--- src/rtl/zsy_spi_slave_rx_pkg.sv ---
// Shared constants for the SPI mode-0 responder: default word width,
// synchronizer depth, idle fill word and FSM state encoding.
package zsy_spi_slave_rx_pkg;

  localparam int unsigned SPI_DATA_W      = 8;
  localparam int unsigned SPI_SYNC_STAGES = 2;
  localparam logic [SPI_DATA_W-1:0] SPI_IDLE_FILL = 8'hFF;

  typedef enum logic [0:0] {
    ST_IDLE   = 1'b0,
    ST_ACTIVE = 1'b1
  } spi_state_t;

endpackage

--- src/rtl/zsy_sync_edge.sv ---
// Multi-flop synchronizer for an asynchronous pin with rise/fall detection
// taken from the last two stages.
//   clk, rst_n : system clock, asynchronous active-low reset
//   din        : asynchronous input pin
//   rise_c     : one-cycle pulse, synchronized 0->1 transition
//   fall_c     : one-cycle pulse, synchronized 1->0 transition
module zsy_sync_edge
  import zsy_spi_slave_rx_pkg::*;
#(
  parameter int unsigned STAGES  = SPI_SYNC_STAGES,
  parameter logic        RST_VAL = 1'b1
) (
  input  logic clk,
  input  logic rst_n,
  input  logic din,
  output logic rise_c,
  output logic fall_c
);

  logic [STAGES-1:0] sync_q;

  // Shift chain; bit 0 is the newest sample.
  always_ff @(posedge clk or negedge rst_n) begin
    if (!rst_n) sync_q <= {STAGES{RST_VAL}};
    else        sync_q <= {sync_q[STAGES-2:0], din};
  end

  assign rise_c =  sync_q[STAGES-2] & ~sync_q[STAGES-1];
  assign fall_c = ~sync_q[STAGES-2] &  sync_q[STAGES-1];

endmodule

--- src/rtl/zsy_spi_slave_rx.sv ---
// SPI mode-0 (CPOL=0, CPHA=0) responder, MSB first, full duplex. Pins are
// oversampled in the clk domain (f_sclk <= f_clk/8). A one-deep holding
// register feeds the TX shifter; IDLE_FILL is sent when it is empty.
//   spi_en                      : bus enable, low = ignore/abort
//   spi_sclk/spi_cs_n/spi_mosi  : asynchronous SPI pins from the master
//   spi_miso, spi_miso_oe       : slave data out and pad output enable
//   tx_data/tx_valid/tx_ready   : holding register write handshake
//   rx_data/rx_valid            : received word and one-cycle update pulse
//   tx_underrun                 : pulse, IDLE_FILL loaded into the shifter
//   frame_err                   : pulse, cs_n rose with a partial word
//   busy                        : frame in progress
module zsy_spi_slave_rx
  import zsy_spi_slave_rx_pkg::*;
#(
  parameter int unsigned       DATA_W      = SPI_DATA_W,
  parameter int unsigned       SYNC_STAGES = SPI_SYNC_STAGES,
  parameter logic [DATA_W-1:0] IDLE_FILL   = DATA_W'(SPI_IDLE_FILL)
) (
  input  logic              clk,
  input  logic              rst_n,
  input  logic              spi_en,
  input  logic              spi_sclk,
  input  logic              spi_cs_n,
  input  logic              spi_mosi,
  output logic              spi_miso,
  output logic              spi_miso_oe,
  input  logic [DATA_W-1:0] tx_data,
  input  logic              tx_valid,
  output logic              tx_ready,
  output logic [DATA_W-1:0] rx_data,
  output logic              rx_valid,
  output logic              tx_underrun,
  output logic              frame_err,
  output logic              busy
);

  localparam int unsigned      CNT_W    = (DATA_W > 1) ? $clog2(DATA_W) : 1;
  localparam logic [CNT_W-1:0] LAST_BIT = CNT_W'(DATA_W - 1);

  spi_state_t state_q, state_d;

  logic              sclk_rise_c, sclk_fall_c, cs_rise_c, cs_fall_c;
  logic [SYNC_STAGES-2:0] mosi_q;
  logic              mosi_s;

  logic [CNT_W-1:0]  cnt_q, cnt_d;
  // Shifters drop the bit that lives elsewhere: rx keeps the first
  // DATA_W-1 bits, tx keeps the bits still to follow the one on spi_miso.
  logic [DATA_W-2:0] rx_sh_q, rx_sh_d;
  logic [DATA_W-2:0] tx_sh_q, tx_sh_d;
  logic              skip_q, skip_d;
  logic [DATA_W-1:0] hold_data_q, hold_data_d;
  logic              hold_full_q, hold_full_d;

  logic [DATA_W-1:0] rx_data_d;
  logic              rx_valid_d, under_d, ferr_d, miso_d, oe_d;
  logic              load_c;
  logic [DATA_W-1:0] load_word_c;
  logic [DATA_W-1:0] rx_word_c;
  logic              word_done_c;

  zsy_sync_edge #(.STAGES(SYNC_STAGES), .RST_VAL(1'b1)) u_sync_sclk (
    .clk    (clk),
    .rst_n  (rst_n),
    .din    (spi_sclk),
    .rise_c (sclk_rise_c),
    .fall_c (sclk_fall_c)
  );

  zsy_sync_edge #(.STAGES(SYNC_STAGES), .RST_VAL(1'b1)) u_sync_cs (
    .clk    (clk),
    .rst_n  (rst_n),
    .din    (spi_cs_n),
    .rise_c (cs_rise_c),
    .fall_c (cs_fall_c)
  );

  // MOSI is one stage shorter so it lines up with the newer sclk stage
  // used for edge detection.
  always_ff @(posedge clk or negedge rst_n) begin
    if (!rst_n) begin
      mosi_q <= '1;
    end else begin
      mosi_q[0] <= spi_mosi;
      for (int i = 1; i < int'(SYNC_STAGES) - 1; i++) mosi_q[i] <= mosi_q[i-1];
    end
  end
  assign mosi_s = mosi_q[SYNC_STAGES-2];

  assign load_word_c = hold_full_q ? hold_data_q : IDLE_FILL;
  assign rx_word_c   = {rx_sh_q, mosi_s};
  assign word_done_c = sclk_rise_c && (cnt_q == LAST_BIT);

  // State register.
  always_ff @(posedge clk or negedge rst_n) begin
    if (!rst_n) state_q <= ST_IDLE;
    else        state_q <= state_d;
  end

  // Next-state logic.
  always_comb begin
    state_d = state_q;
    case (state_q)
      ST_IDLE:   if (spi_en && cs_fall_c)    state_d = ST_ACTIVE;
      ST_ACTIVE: if (!spi_en || cs_rise_c)   state_d = ST_IDLE;
      default:                               state_d = ST_IDLE;
    endcase
  end

  // Output and datapath next values.
  always_comb begin
    cnt_d       = cnt_q;
    rx_sh_d     = rx_sh_q;
    tx_sh_d     = tx_sh_q;
    skip_d      = skip_q;
    miso_d      = spi_miso;
    oe_d        = spi_miso_oe;
    rx_data_d   = rx_data;
    rx_valid_d  = 1'b0;
    under_d     = 1'b0;
    ferr_d      = 1'b0;
    load_c      = 1'b0;
    hold_data_d = hold_data_q;
    hold_full_d = hold_full_q;

    case (state_q)
      ST_IDLE: begin
        if (spi_en && cs_fall_c) begin
          load_c = 1'b1;
          cnt_d  = '0;
          oe_d   = 1'b1;
        end
      end
      ST_ACTIVE: begin
        if (!spi_en) begin
          oe_d   = 1'b0;
          miso_d = 1'b0;
          cnt_d  = '0;
          skip_d = 1'b0;
        end else begin
          if (sclk_rise_c) begin
            rx_sh_d = rx_word_c[DATA_W-2:0];
            if (cnt_q == LAST_BIT) begin
              cnt_d      = '0;
              rx_data_d  = rx_word_c;
              rx_valid_d = 1'b1;
              // No next word if the frame closes on this same edge.
              load_c     = !cs_rise_c;
            end else begin
              cnt_d  = cnt_q + CNT_W'(1);
              skip_d = 1'b0;
            end
          end else if (sclk_fall_c) begin
            // The first falling edge after a reload keeps the MSB already shown.
            if (skip_q) begin
              skip_d = 1'b0;
            end else begin
              miso_d  = tx_sh_q[DATA_W-2];
              tx_sh_d = tx_sh_q << 1;
            end
          end
          if (cs_rise_c) begin
            oe_d   = 1'b0;
            miso_d = 1'b0;
            cnt_d  = '0;
            skip_d = 1'b0;
            ferr_d = !word_done_c && (sclk_rise_c || (cnt_q != '0));
          end
        end
      end
      default: ;
    endcase

    if (load_c) begin
      miso_d  = load_word_c[DATA_W-1];
      tx_sh_d = load_word_c[DATA_W-2:0];
      skip_d  = 1'b1;
      under_d = !hold_full_q;
      if (hold_full_q) hold_full_d = 1'b0;
    end

    // Accept only when empty at the start of the cycle: no valid->ready path.
    if (tx_valid && !hold_full_q) begin
      hold_full_d = 1'b1;
      hold_data_d = tx_data;
    end
  end

  // Datapath and output registers.
  always_ff @(posedge clk or negedge rst_n) begin
    if (!rst_n) begin
      cnt_q       <= '0;
      rx_sh_q     <= '0;
      tx_sh_q     <= '0;
      skip_q      <= 1'b0;
      hold_data_q <= '0;
      hold_full_q <= 1'b0;
      rx_data     <= '0;
      rx_valid    <= 1'b0;
      tx_underrun <= 1'b0;
      frame_err   <= 1'b0;
      spi_miso    <= 1'b0;
      spi_miso_oe <= 1'b0;
      tx_ready    <= 1'b1;
      busy        <= 1'b0;
    end else begin
      cnt_q       <= cnt_d;
      rx_sh_q     <= rx_sh_d;
      tx_sh_q     <= tx_sh_d;
      skip_q      <= skip_d;
      hold_data_q <= hold_data_d;
      hold_full_q <= hold_full_d;
      rx_data     <= rx_data_d;
      rx_valid    <= rx_valid_d;
      tx_underrun <= under_d;
      frame_err   <= ferr_d;
      spi_miso    <= miso_d;
      spi_miso_oe <= oe_d;
      tx_ready    <= !hold_full_d;
      busy        <= (state_d == ST_ACTIVE);
    end
  end

endmodule
--- config.mk ---
export PLATFORM = sky130hd
export DESIGN_NAME = zsy_spi_slave_rx
export DESIGN_NICKNAME = d
export VERILOG_FILES = /design/src/rtl/zsy_spi_slave_rx_pkg.sv /design/src/rtl/zsy_sync_edge.sv /design/src/rtl/zsy_spi_slave_rx.sv
export SDC_FILE = /design/constraint.sdc
export NUM_CORES = 1
export LEC_CHECK = 0
export CAP_MARGIN = 0
export CORE_MARGIN = 2
export CORE_UTILIZATION = 49
export CTS_CLUSTER_DIAMETER = 50
export DETAILED_ROUTE_END_ITERATION = 10
export PLACE_DENSITY_LB_ADDON = 0.1
export RECOVER_POWER = 50
export SYNTH_ARGS = -nofsm -noshare
export SYNTH_HDL_FRONTEND = slang
export SYNTH_SLANG_ARGS = --single-unit
--- constraint.sdc ---
create_clock -name clk -period 3.6 [get_ports clk]
set_input_delay 0.72 -clock clk [delete_from_list [all_inputs] [get_ports clk]]
set_output_delay 0.72 -clock clk [all_outputs]
set_load 0.01 [all_outputs]
Word-level counts from Yosys, hierarchy flattened
Index checks and enable logic that the tools add are counted.

storage, ports and cells
  register bits after elaboration = 47
  input port bits = 15
  word-level logic and storage cells = 108
  output and inout port bits = 15

operators by class
  reductions and logical operators = 22
  add/subtract/negate cells = 1
  bitwise operators = 9
  equal/unequal tests = 11
  mux-type cells = 48

operators with widths
  operator             number
  $mux 7               6
  $mux 1               32
  $mux 3               5
  $mux 8               1
  $ne 4x2->1 const B   2
  $reduce_and 4->1     2
  $pmux 1 s2           3
  $pmux 3 s2           1
  $reduce_and 3->1     2
  $reduce_bool 2->1    3
  $logic_not 1->1      5
  $ne 5x1->1 const B   1
  $ne 5x5->1 const B   1
  $not 1->1            5
  $reduce_and 5->1     1
  $and 1x1->1          4
  $logic_and 1x1->1    4
  $ne 2x1->1 const B   2
  $ne 4x1->1 const B   1
  $ne 4x3->1 const B   1
  $reduce_and 2->1     2
  $add 3x1->3 const B  1
  $eq 3x3->1 const B   1
  $ne 3x2->1 const B   1
  3 further kinds      4

Longest topological paths before layout
Gate-level depths: netlist of run 1.

  word-level depth = 10
  depth in mapped cells = 6
  depth with buffers taken out = 6

Cells and area by module
From an unflattened synthesis of run 1, not the netlist that was laid out.

unflattened totals
  cells, all modules = 170
  area, all modules = 1990.7 µm²

modules (own cells, without submodules)
  module            instances  area each (µm²)  seq. area each (µm²)  cells each
  zsy_spi_slave_rx  1          1855.5           1078.5                162
  zsy_sync_edge     2          67.6             52.6                  4

Worst setup path before layout of run 1
No wires, ideal clock.

  path type = in2reg
  start point = input spi_en
  end point = register spi_miso
  required time = 3475 ps
  buffers on the path = 1
  arrival time = 1622 ps
  path slack = 1853 ps
  stages on the path = 5
  library setup time = 125 ps
  cells stage by stage = buf_4 > and3b_1 > nor2_1 > a211o_1 > mux2_4

on the way
  cells in the longest elaborated chain, start to end = 5
  elaborated cells between the ends (all ways) = 12
  those cells by class = 3 x eq/ne; 6 x mux; 3 x reduce/logical

RTL lines
  item                                                 RTL line                 text
  start, declared                                      zsy_spi_slave_rx.sv:21   input logic spi_en,
  $logic_and 1x1->1                                    zsy_spi_slave_rx.sv:128  if (spi_en && cs_fall_c) begin
  $mux 1                                               zsy_spi_slave_rx.sv:128
  $pmux 1 s2                                           zsy_spi_slave_rx.sv:126  case (state_q)
  $ne 4x3->1 (no source line) (tied with other cells)  n/a
  $reduce_and 4->1 (no source line)                    n/a
  end signal, assigned                                 zsy_spi_slave_rx.sv:217  spi_miso <= miso_d;
  end, declared                                        zsy_spi_slave_rx.sv:25   output logic spi_miso,

Several ways; a longest one is shown, not always the timed one. The select of a mux whose other input is x is not followed.
A chain may end at the register's enable or synchronous reset.

Worst setup path after layout of run 1
  start point = register busy
  end point = output busy

RTL lines
  item                    RTL line                 text
  start, declared         zsy_spi_slave_rx.sv:34   output logic busy
  start signal, assigned  zsy_spi_slave_rx.sv:220  busy <= (state_d == ST_ACTIVE);

No word-level cell between the ends.

==> results.cfg, run 1 <==
[outcome]
outcome = completed

[synthesis]
synth-main-ff-cell = dfrtp_1
ys_warn_count = 0
seq_area_frac_synth = 0.566
ys_ff_latch = 47
syn_area_mm2 = 0.00209
synth-edff-count = 0
synth_top_area_share = 0.491
avgSynthCellArea_um2 = 13.7
yosysUniqueCellTypes = 37
synthesis.nets = 171
synth_area_leaders = dfrtp_1 49%, mux2_2 13%, dfstp_2 7.5%
synthCells = 153
synth_top_cell_by_area = dfrtp_1
async_flop_share = 1.00

[worst_hold_path]
min_path_cells = 0
hold_end = u_sync_sclk.sync_q[1]$_DFF_PN1_
hold_path.class = reg -> reg
hold_start = u_sync_sclk.sync_q[0]$_DFF_PN1_

[global_routing]
use_met3 = 0.0669
antenna_found_initial = 0
gr-max-usage-layer = met2
track_usage = 0.166
grt_pass1_wl_mm = 6.14
use_met1 = 0.180
grt_use_met2 = 0.287
grt_pass1_vias = 1335
overflow = 0
grt_max_degree = 48

[cts]
htree_levels = 2
cts_resized = 0
cts_tree = done
root_buffer = clkbuf_8
postCtsSetupBuffers = 0
clk_latency_ns = 0.30
clk_pin_slew_worst_paths_ns = 0.09
numCtsBuffers = 5
cts.sinks = 47
cts.path.max_buffers = 2
hold_buffers = 0

[sta]
setup_viol_count_final = 0
finClkSkew_ns = 0.00911
finalSetupTns_ns = 0
slew_headroom = 0.336
max_freq_mhz = 435
holdWs_ns = 0.418
final_max_slew_viol_count = 0
fin_crit_ns = 2.30
tightest_slew_ns = 0.996
finalHoldViolCount = 0
fin_crit_sh = 0.639
rsz0062_at_grt = no

[setup_path]
worst_path_dominant_cell_family = flip-flops
slowest_stage = dfrtp_1
arrival_ns = 1.58
worstSetupStartpointType = flip-flop
max_stage_delay_ns = 0.65
crit_path_end_kind = output pin
cp_data_required_time_ns = 2.88
rrSetupSlack_ns = 1.51
path_cells = clkdlybuf4s50_1
crit_fanout = 12
reg2reg_depth = 5
worst-path-buf-inv = 1
path_class = reg -> out
crit-reg2reg-launch = cnt_q[0]$_DFFE_PN0P_
r2r-end = spi_miso$_DFFE_PN0P_

[floorplanning]
rows = 23
dieArea_mm2 = 0.00481
initial_core_util = 0.515
core_area_mm2 = 0.00406
die_h_um = 69.3
ios = 30
die_width_um = 69.3

[layout]
antenna_cells = 0
finalInstanceArea_mm2 = 0.00247
nNetsFinal = 200
drive_gt1_frac = 0.240
syn_to_final_growth_pct = 18.3
stdcell_count = 233

[power]
power_w = 0.00130
p_per_area_mw_per_mm2 = 527
vdd_drop_max_uv = 292
power.static_leakage_nw = 1.19

[detailed_routing]
routed_wl_mm = 3.41
via_per_inst = 5.44
drt_pass1_iterations = 4
ant_nets = 0
drt_iter0_drc = 39
wire_per_inst_um = 14.6
vias = 1267
remaining_drc_errors = 0

[place]
dpl.hpwl_mm = 2.43
place_inst = 225
place.gp.congestion = 0.759
place_area_mm2 = 0.00238
port_buffers = 29

[job]
maxCapViolCount = 0
## worst max-delay path by stage
stage,endpoint,cells past startpoint,startpoint
6_report,busy,1,busy$_DFF_PN0_
5_1_grt,busy,1,busy$_DFF_PN0_
4_1_cts,busy,1,busy$_DFF_PN0_
3_5_place_dp,spi_miso$_DFFE_PN0P_,5,spi_en
3_3_place_gp,spi_miso$_DFFE_PN0P_,5,spi_en
2_1_floorplan,spi_miso$_DFFE_PN0P_,5,spi_en
## through the flow
stage,utilization,setup slack (ns)
2_1_floorplan,-,1.85
3_3_place_gp,0.587,1.18
3_5_place_dp,0.587,1.14
4_1_cts,0.610,1.30
5_1_grt,0.610,1.25
6_report,0.610,1.30
## Yosys cell counts, drive strengths merged (3+ instances only)
library cell  instances
a21oi                 3
buf                   6
inv                   7
dfstp                 6
ha                    3
o21ai                 4
dfrtp                41
mux2                 25
mux2i                13
nor2                  3
nand2                 6
nor2b                11
a22o                  3
## registers in the layout, indices dropped and copies added (netlist names)
name	cells
busy	1
cnt_q	3
frame_err	1
hold_data_q	8
hold_full_q	1
mosi_q	1
rx_data	8
rx_sh_q	7
rx_valid	1
skip_q	1
spi_miso	1
spi_miso_oe	1
tx_ready	1
tx_sh_q	7
tx_underrun	1
u_sync_cs.sync_q	2
u_sync_sclk.sync_q	2
## routing by layer
metal,vias up,routed length (µm)
met3,2,162
met5,-,0
li1,595,-
met4,0,21
met1,642,1440
met2,28,1790
## where the power goes
part	internal [W]	leakage, nW	total (W)	switching (W)
registers	0.000648	0.583	0.000729	0.0000810
clock network	0.000140	0.0454	0.000319	0.000180
logic	0.000159	0.558	0.000254	0.0000953
## cell families (layout without fill, tap and decap cells)
logic type | Yosys count | count (layout) | synth area share
adders and majority gates | 3 | 3 | 0.0180
buffers and inverters | 14 | 44 | 0.0389
muxes | 38 | 38 | 0.199
and+or+nand+nor | 33 | 33 | 0.107
DFF | 47 | 47 | 0.566
AOI/OAI and AO/OA | 18 | 18 | 0.0718
## layout by cell type (no fill, tap or decap), drive strengths merged, types with 2 or more instances in the layout
cell	Yosys	final
clkdlybuf4s50	0	24
nor3	2	2
mux2	25	25
inv	7	7
nor2b	11	11
a2111oi	2	2
nor3b	2	2
dlygate4sd3	0	4
clkbuf	1	6
nand2	6	6
clkinv	0	2
nor2	3	3
a22o	3	3
dfstp	6	6
ha	3	3
o2111a	2	2
a21oi	3	3
o21ai	4	4
mux2i	13	13
dfrtp	41	41
## layout make-up
| class | count | area [µm²] |
|---|---|---|
| flip-flops and latches | 47 | 1180 |
| repair buffers | 29 | 285 |
| multi-input cells | 92 | 826 |
| clock inverters | 2 | 17.5 |
| fillers | 323 | 1580 |
| inverters | 7 | 26.3 |
| clock buffers | 6 | 72.6 |
| well taps | 50 | 62.6 |
(Power assumes the default switching activity.)
==> inputs of run 2 (changes only) <==
--- a/config.mk
+++ b/config.mk
@@ -7,7 +7,7 @@
 export LEC_CHECK = 0
 export CAP_MARGIN = 0
 export CORE_MARGIN = 2
-export CORE_UTILIZATION = 49
+export CORE_UTILIZATION = 48
 export CTS_CLUSTER_DIAMETER = 50
 export DETAILED_ROUTE_END_ITERATION = 10
 export PLACE_DENSITY_LB_ADDON = 0.1
==> constraint.sdc (replaced) <==
create_clock -name clk -period 2.1 [get_ports clk]
set_input_delay 0.42 -clock clk [delete_from_list [all_inputs] [get_ports clk]]
set_output_delay 0.42 -clock clk [all_outputs]
set_load 0.01 [all_outputs]
==> results.cfg, run 2 (synthesis results as in run 1) <==
[layout]
drive_gt1_frac = 0.265
nNetsFinal = 206
reg_top3 = hold_data_q x8, rx_data x8
syn_to_final_growth_pct = 21.6
fillers = 364
final_common_cell = dfrtp_1
layout_common_cells = 41 x dfrtp_1, 24 x mux2_2, 24 x clkdlybuf4s50_1, 13 x mux2i_1, 10 x nor2b_1
antenna_cells = 0
finalInstanceArea_mm2 = 0.00254

[cts]
cts.sinks = 47
htree_levels = 2
numCtsBuffers = 5
postCtsSetupBuffers = 0
cts_tree = done
root_buffer = clkbuf_8
clk_pin_slew_worst_paths_ns = 0.08
cts_resized = 0
hold_buffers = 0
clk_latency_ns = 0.29
cts.path.max_buffers = 2

[setup_path]
max_stage_delay_ns = 0.63
slowest_stage = dfrtp_1
path_class = reg -> out
path_cells = clkdlybuf4s50_1
r2r-end = hold_full_q$_DFF_PN0_
arrival_ns = 1.54
reg2reg_depth = 5
crit_fanout = 12
cp_data_required_time_ns = 1.68
rrSetupSlack_ns = 0.29
worst_path_dominant_cell_family = flip-flops
crit-reg2reg-launch = u_sync_sclk.sync_q[0]$_DFF_PN1_
worst-path-buf-inv = 1
worstSetupStartpointType = flip-flop
crit_path_end_kind = output pin

[floorplanning]
die_h_um = 70
dieArea_mm2 = 0.00490
initial_core_util = 0.490
rows = 24
ios = 30
die_width_um = 70
core_area_mm2 = 0.00426

[worst_hold_path]
hold_path.class = reg -> reg
hold_start = u_sync_sclk.sync_q[0]$_DFF_PN1_
min_path_cells = 0
hold_end = u_sync_sclk.sync_q[1]$_DFF_PN1_

[sta]
finClkSkew_ns = 0.00343
finalSetupTns_ns = 0
slew_headroom = 0.250
rsz0062_at_grt = no
finalHoldViolCount = 0
setup_viol_count_final = 0
fin_crit_ns = 1.96
tightest_slew_ns = 1.13
fin_crit_sh = 0.933
max_freq_mhz = 510
final_max_slew_viol_count = 0

[detailed_routing]
ant_nets = 0
via_per_inst = 5.26
vias = 1268
drt_pass1_iterations = 4
wire_per_inst_um = 14.0
drt_iter0_drc = 69
routed_wl_mm = 3.37
remaining_drc_errors = 0

[job]
maxCapViolCount = 0

[power]
vdd_drop_max_uv = 489
power.static_leakage_nw = 1.23
p_per_area_mw_per_mm2 = 930

[global_routing]
grt_max_degree = 48
overflow = 0
grt_pass1_wl_mm = 6.22
grt_pass1_vias = 1377
track_usage = 0.161
antenna_found_initial = 0

[place]
place.gp.congestion = 0.745
dpl.hpwl_mm = 2.47
port_buffers = 29
place_area_mm2 = 0.00243

[outcome]
outcome = completed
## run 2: cell types whose count changed in the layout (fill, tap and decap cells not counted), sizes merged
cell | previous run | this run
clkinv | 2 | 1
buf | 1 | 5
bufinv | 0 | 1
clkbuf | 6 | 8
## run 2: worst register-to-register path: cells and delay by family, from the launching register on
family          cells  cell delay, ns
flops               1            0.58
compound gates      3            0.54
simple gates        1            0.38
buf+inv             1            0.21
## run 2: how the worst max path moves through the flow
stage,from,endpoint,slack [ns],depth (start not counted)
detailed placement,spi_en,spi_miso$_DFFE_PN0P_,0.23,5
global route,busy$_DFF_PN0_,busy,0.06,1
CTS,busy$_DFF_PN0_,busy,0.12,1
finish,busy$_DFF_PN0_,busy,0.14,1
floorplan,cnt_q[0]$_DFFE_PN0P_,spi_miso$_DFFE_PN0P_,0.50,5
global placement,spi_en,spi_miso$_DFFE_PN0P_,0.25,5
## run 2: area by class of cell
class / count / area, µm² / area share
sequential: 47 / 1180 / 0.466
clock buffer: 6 / 82.6 / 0.0325
clock inverter: 2 / 35.0 / 0.0138
tap: 52 / 65.1 / 0.0256
timing repair buffer: 35 / 324 / 0.127
multi-input combinational: 92 / 826 / 0.325
inverter: 7 / 26.3 / 0.0103
## run 2: per-layer routing
layer  vias up  track usage  part of all wire
met5         -            0                 0
met2        22        0.271              0.52
met3         5       0.0433             0.034
li1        608            -                 -
met4         0       0.0641             0.015
met1       633        0.197              0.44
## run 2: power by group
group | switching [W] | leakage (nW) | internal (W) | total [W]
Clock | 0.000279 | 0.0612 | 0.000385 | 0.000664
Sequential | 0.000136 | 0.583 | 0.00111 | 0.00125
Combinational | 0.000173 | 0.582 | 0.000282 | 0.000455
## run 2: through the flow
step,total power [W],hold slack [ns],instances,util,setup slack (ns)
after floorplan,0.00157,0.124,153,-,0.503
after global placement,0.00171,0.383,233,0.570,0.249
after detailed placement,0.00174,0.383,233,0.570,0.232
after CTS,0.00242,0.222,241,0.598,0.120
after global routing,0.00252,0.430,241,0.596,0.0623
final,0.00237,0.411,241,0.596,0.141
==> inputs of run 3 (changes only) <==
--- a/config.mk
+++ b/config.mk
@@ -5,6 +5,7 @@
 export SDC_FILE = /design/constraint.sdc
 export NUM_CORES = 1
 export LEC_CHECK = 0
+export ABC_AREA = 1
 export CAP_MARGIN = 0
 export CORE_MARGIN = 2
 export CORE_UTILIZATION = 48
==> results.cfg, run 3 <==
[outcome]
outcome = completed

[power]
power.static_leakage_nw = 1.23
seqPwrFrac = 0.538
p_sw_frac = 0.275
netSwitchingPower_w = 0.000622
p_int_w = 0.00164
vdd_drop_max_uv = 737
power_w = 0.00227
p_clk_frac = 0.255
p_per_area_mw_per_mm2 = 911
combPwrFrac = 0.208

[job]
maxCapViolCount = 0

[layout]
antenna_cells = 0
final_common_cell = dfrtp_1
syn_to_final_growth_pct = 22.0
layout_common_cells = 41 x dfrtp_1, 36 x nand2_1, 26 x nand3_1, 24 x clkdlybuf4s50_1, 21 x inv_1
nNetsFinal = 250
drive_gt1_frac = 0.193
fillers = 333
reg_top3 = hold_data_q x8, rx_data x8
fin_util = 0.613
finalInstanceArea_mm2 = 0.00249

[sta]
fin_crit_sh = 0.845
max_freq_mhz = 563
slew_headroom = 0.217
rsz0062_at_grt = no
finalSetupTns_ns = 0
fin_crit_ns = 1.78
finClkSkew_ns = 0.00801
tightest_slew_ns = 1.17
setup_ws_ns = 0.325
setup_viol_count_final = 0
final_max_slew_viol_count = 0
finalHoldViolCount = 0

[setup_path]
crit_fanout = 1
cp_data_required_time_ns = 1.68
path_class = reg -> out
slowest_stage = dfstp_2
arrival_ns = 1.36
path_cells = clkdlybuf4s50_1
max_stage_delay_ns = 0.54
worst_path_dominant_cell_family = flip-flops
crit_path_end_kind = output pin
rrSetupSlack_ns = 0.38
worst-path-buf-inv = 1
worstSetupStartpointType = flip-flop

[synthesis]
syn_area_mm2 = 0.00204
ys_ff_latch = 47
synth-main-ff-cell = dfrtp_1
avgSynthCellArea_um2 = 10.5
synthCells = 195
ys_warn_count = 0
synth_area_leaders = dfrtp_1 50%, mux2_2 11%, dfstp_2 7.7%
synth-edff-count = 0
async_flop_share = 1.00
yosysMostFrequentCell = dfrtp_1
synthesis.nets = 213
ys_top_cells_by_count = 41 x dfrtp_1, 35 x nand2_1, 26 x nand3_1, 21 x inv_1, 20 x mux2_2
yosysUniqueCellTypes = 24
synth_top_area_share = 0.503
synth_top_cell_by_area = dfrtp_1
seq_area_frac_synth = 0.581

[cts]
cts.path.max_buffers = 2
clk_pin_slew_worst_paths_ns = 0.08
cts.sinks = 47
htree_levels = 2
cts_tree = done
clk_latency_ns = 0.29
postCtsSetupBuffers = 0
hold_buffers = 0
cts_resized = 0
numCtsBuffers = 5
root_buffer = clkbuf_8

[detailed_routing]
wire_per_inst_um = 13.5
ant_nets = 0
vias = 1433
remaining_drc_errors = 0
routed_wl_mm = 3.81
via_per_inst = 5.06
drt_pass1_iterations = 4
drt_iter0_drc = 106

[floorplanning]
ios = 30
die_width_um = 69.2
core_area_mm2 = 0.00406
initial_core_util = 0.502
dieArea_mm2 = 0.00478
die_h_um = 69.2
rows = 23

[global_routing]
antenna_found_initial = 0
track_usage = 0.183
overflow = 0
grt_pass1_wl_mm = 7.03
grt_max_degree = 26
grt_pass1_vias = 1553

[place]
place.gp.congestion = 0.832
dpl.hpwl_mm = 2.84
pre_cts_ws_ns = 0.122
place_area_mm2 = 0.00241
port_buffers = 29

[worst_hold_path]
hold_path.class = in -> async
==> run 3: changes by cell type after synthesis, moves of 3 or more <==
cell	previous run	this run
a22o_1	3	0
buf_6	3	0
inv_1	7	21
mux2_2	24	20
mux2i_1	13	0
nand2_1	6	35
nand2_2	0	3
nand3_1	0	26
nor2_1	3	15
nor2b_1	10	0
o21ai_0	3	7
==> run 3: power groups by stage <==
stage / clock, W / sequential (W) / combinational (W)
after floorplan: 0 / 0.00121 / 0.000325
after global placement: 0 / 0.00122 / 0.000470
after detailed placement: 0 / 0.00123 / 0.000484
after CTS: 0.000598 / 0.00122 / 0.000486
after global routing: 0.000643 / 0.00124 / 0.000546
final: 0.000578 / 0.00122 / 0.000471
==> run 3: area by class of cell <==
cell class / count / area, µm² / area share
Timing Repair Buffer: 31 / 297 / 0.119
Sequential cell: 47 / 1180 / 0.476
Multi-Input combinational cell: 124 / 758 / 0.305
Tap cell: 50 / 62.6 / 0.0252
Inverter: 23 / 86.3 / 0.0347
Clock buffer: 8 / 100 / 0.0402
==> run 3: cells by family (layout without fill, tap and decap cells) <==
group	count (synthesis)	after routing	synth area share
AND/OR/NAND/NOR	88	88	0.204
flip-flops	47	47	0.581
buffers and inverters	24	62	0.0460
multiplexers	20	20	0.110
AO/OA/AOI/OAI	13	13	0.0399
adder cells (fa/ha/maj)	3	3	0.0184
==> run 3: routing by layer <==
metal,share of wire,vias to the layer above,global-route usage
met2,0.48,29,0.285
met1,0.48,691,0.247
met3,0.043,2,0.0541
met4,0.0045,0,0.0566
li1,-,711,-
met5,0,-,0
==> run 3: path summary, 6_finish.rpt <==
| kind | startpoint | endpoint | depth (start not counted) |
|---|---|---|---|
| min in group clk | u_sync_cs.sync_q[0]$_DFF_PN1_ | u_sync_cs.sync_q[1]$_DFF_PN1_ | 0 |
| min reg2reg | u_sync_cs.sync_q[0]$_DFF_PN1_ | u_sync_cs.sync_q[1]$_DFF_PN1_ | 0 |
| max | tx_ready$_DFF_PN1_ | tx_ready | 1 |
| min | rst_n | cnt_q[0]$_DFFE_PN0P_ | 1 |
| max in group asynchronous | rst_n | hold_data_q[2]$_DFFE_PN0P_ | 2 |
| max reg2reg | cnt_q[1]$_DFFE_PN0P_ | rx_data[2]$_DFFE_PN0P_ | 5 |
==> run 3: per-stage QoR <==
step                std cells  hold slack (ns)
floorplan                 195            0.124
global placement          275            0.367
detailed placement        275            0.367
CTS                       283            0.110
global route              283            0.396
finish                    283            0.343
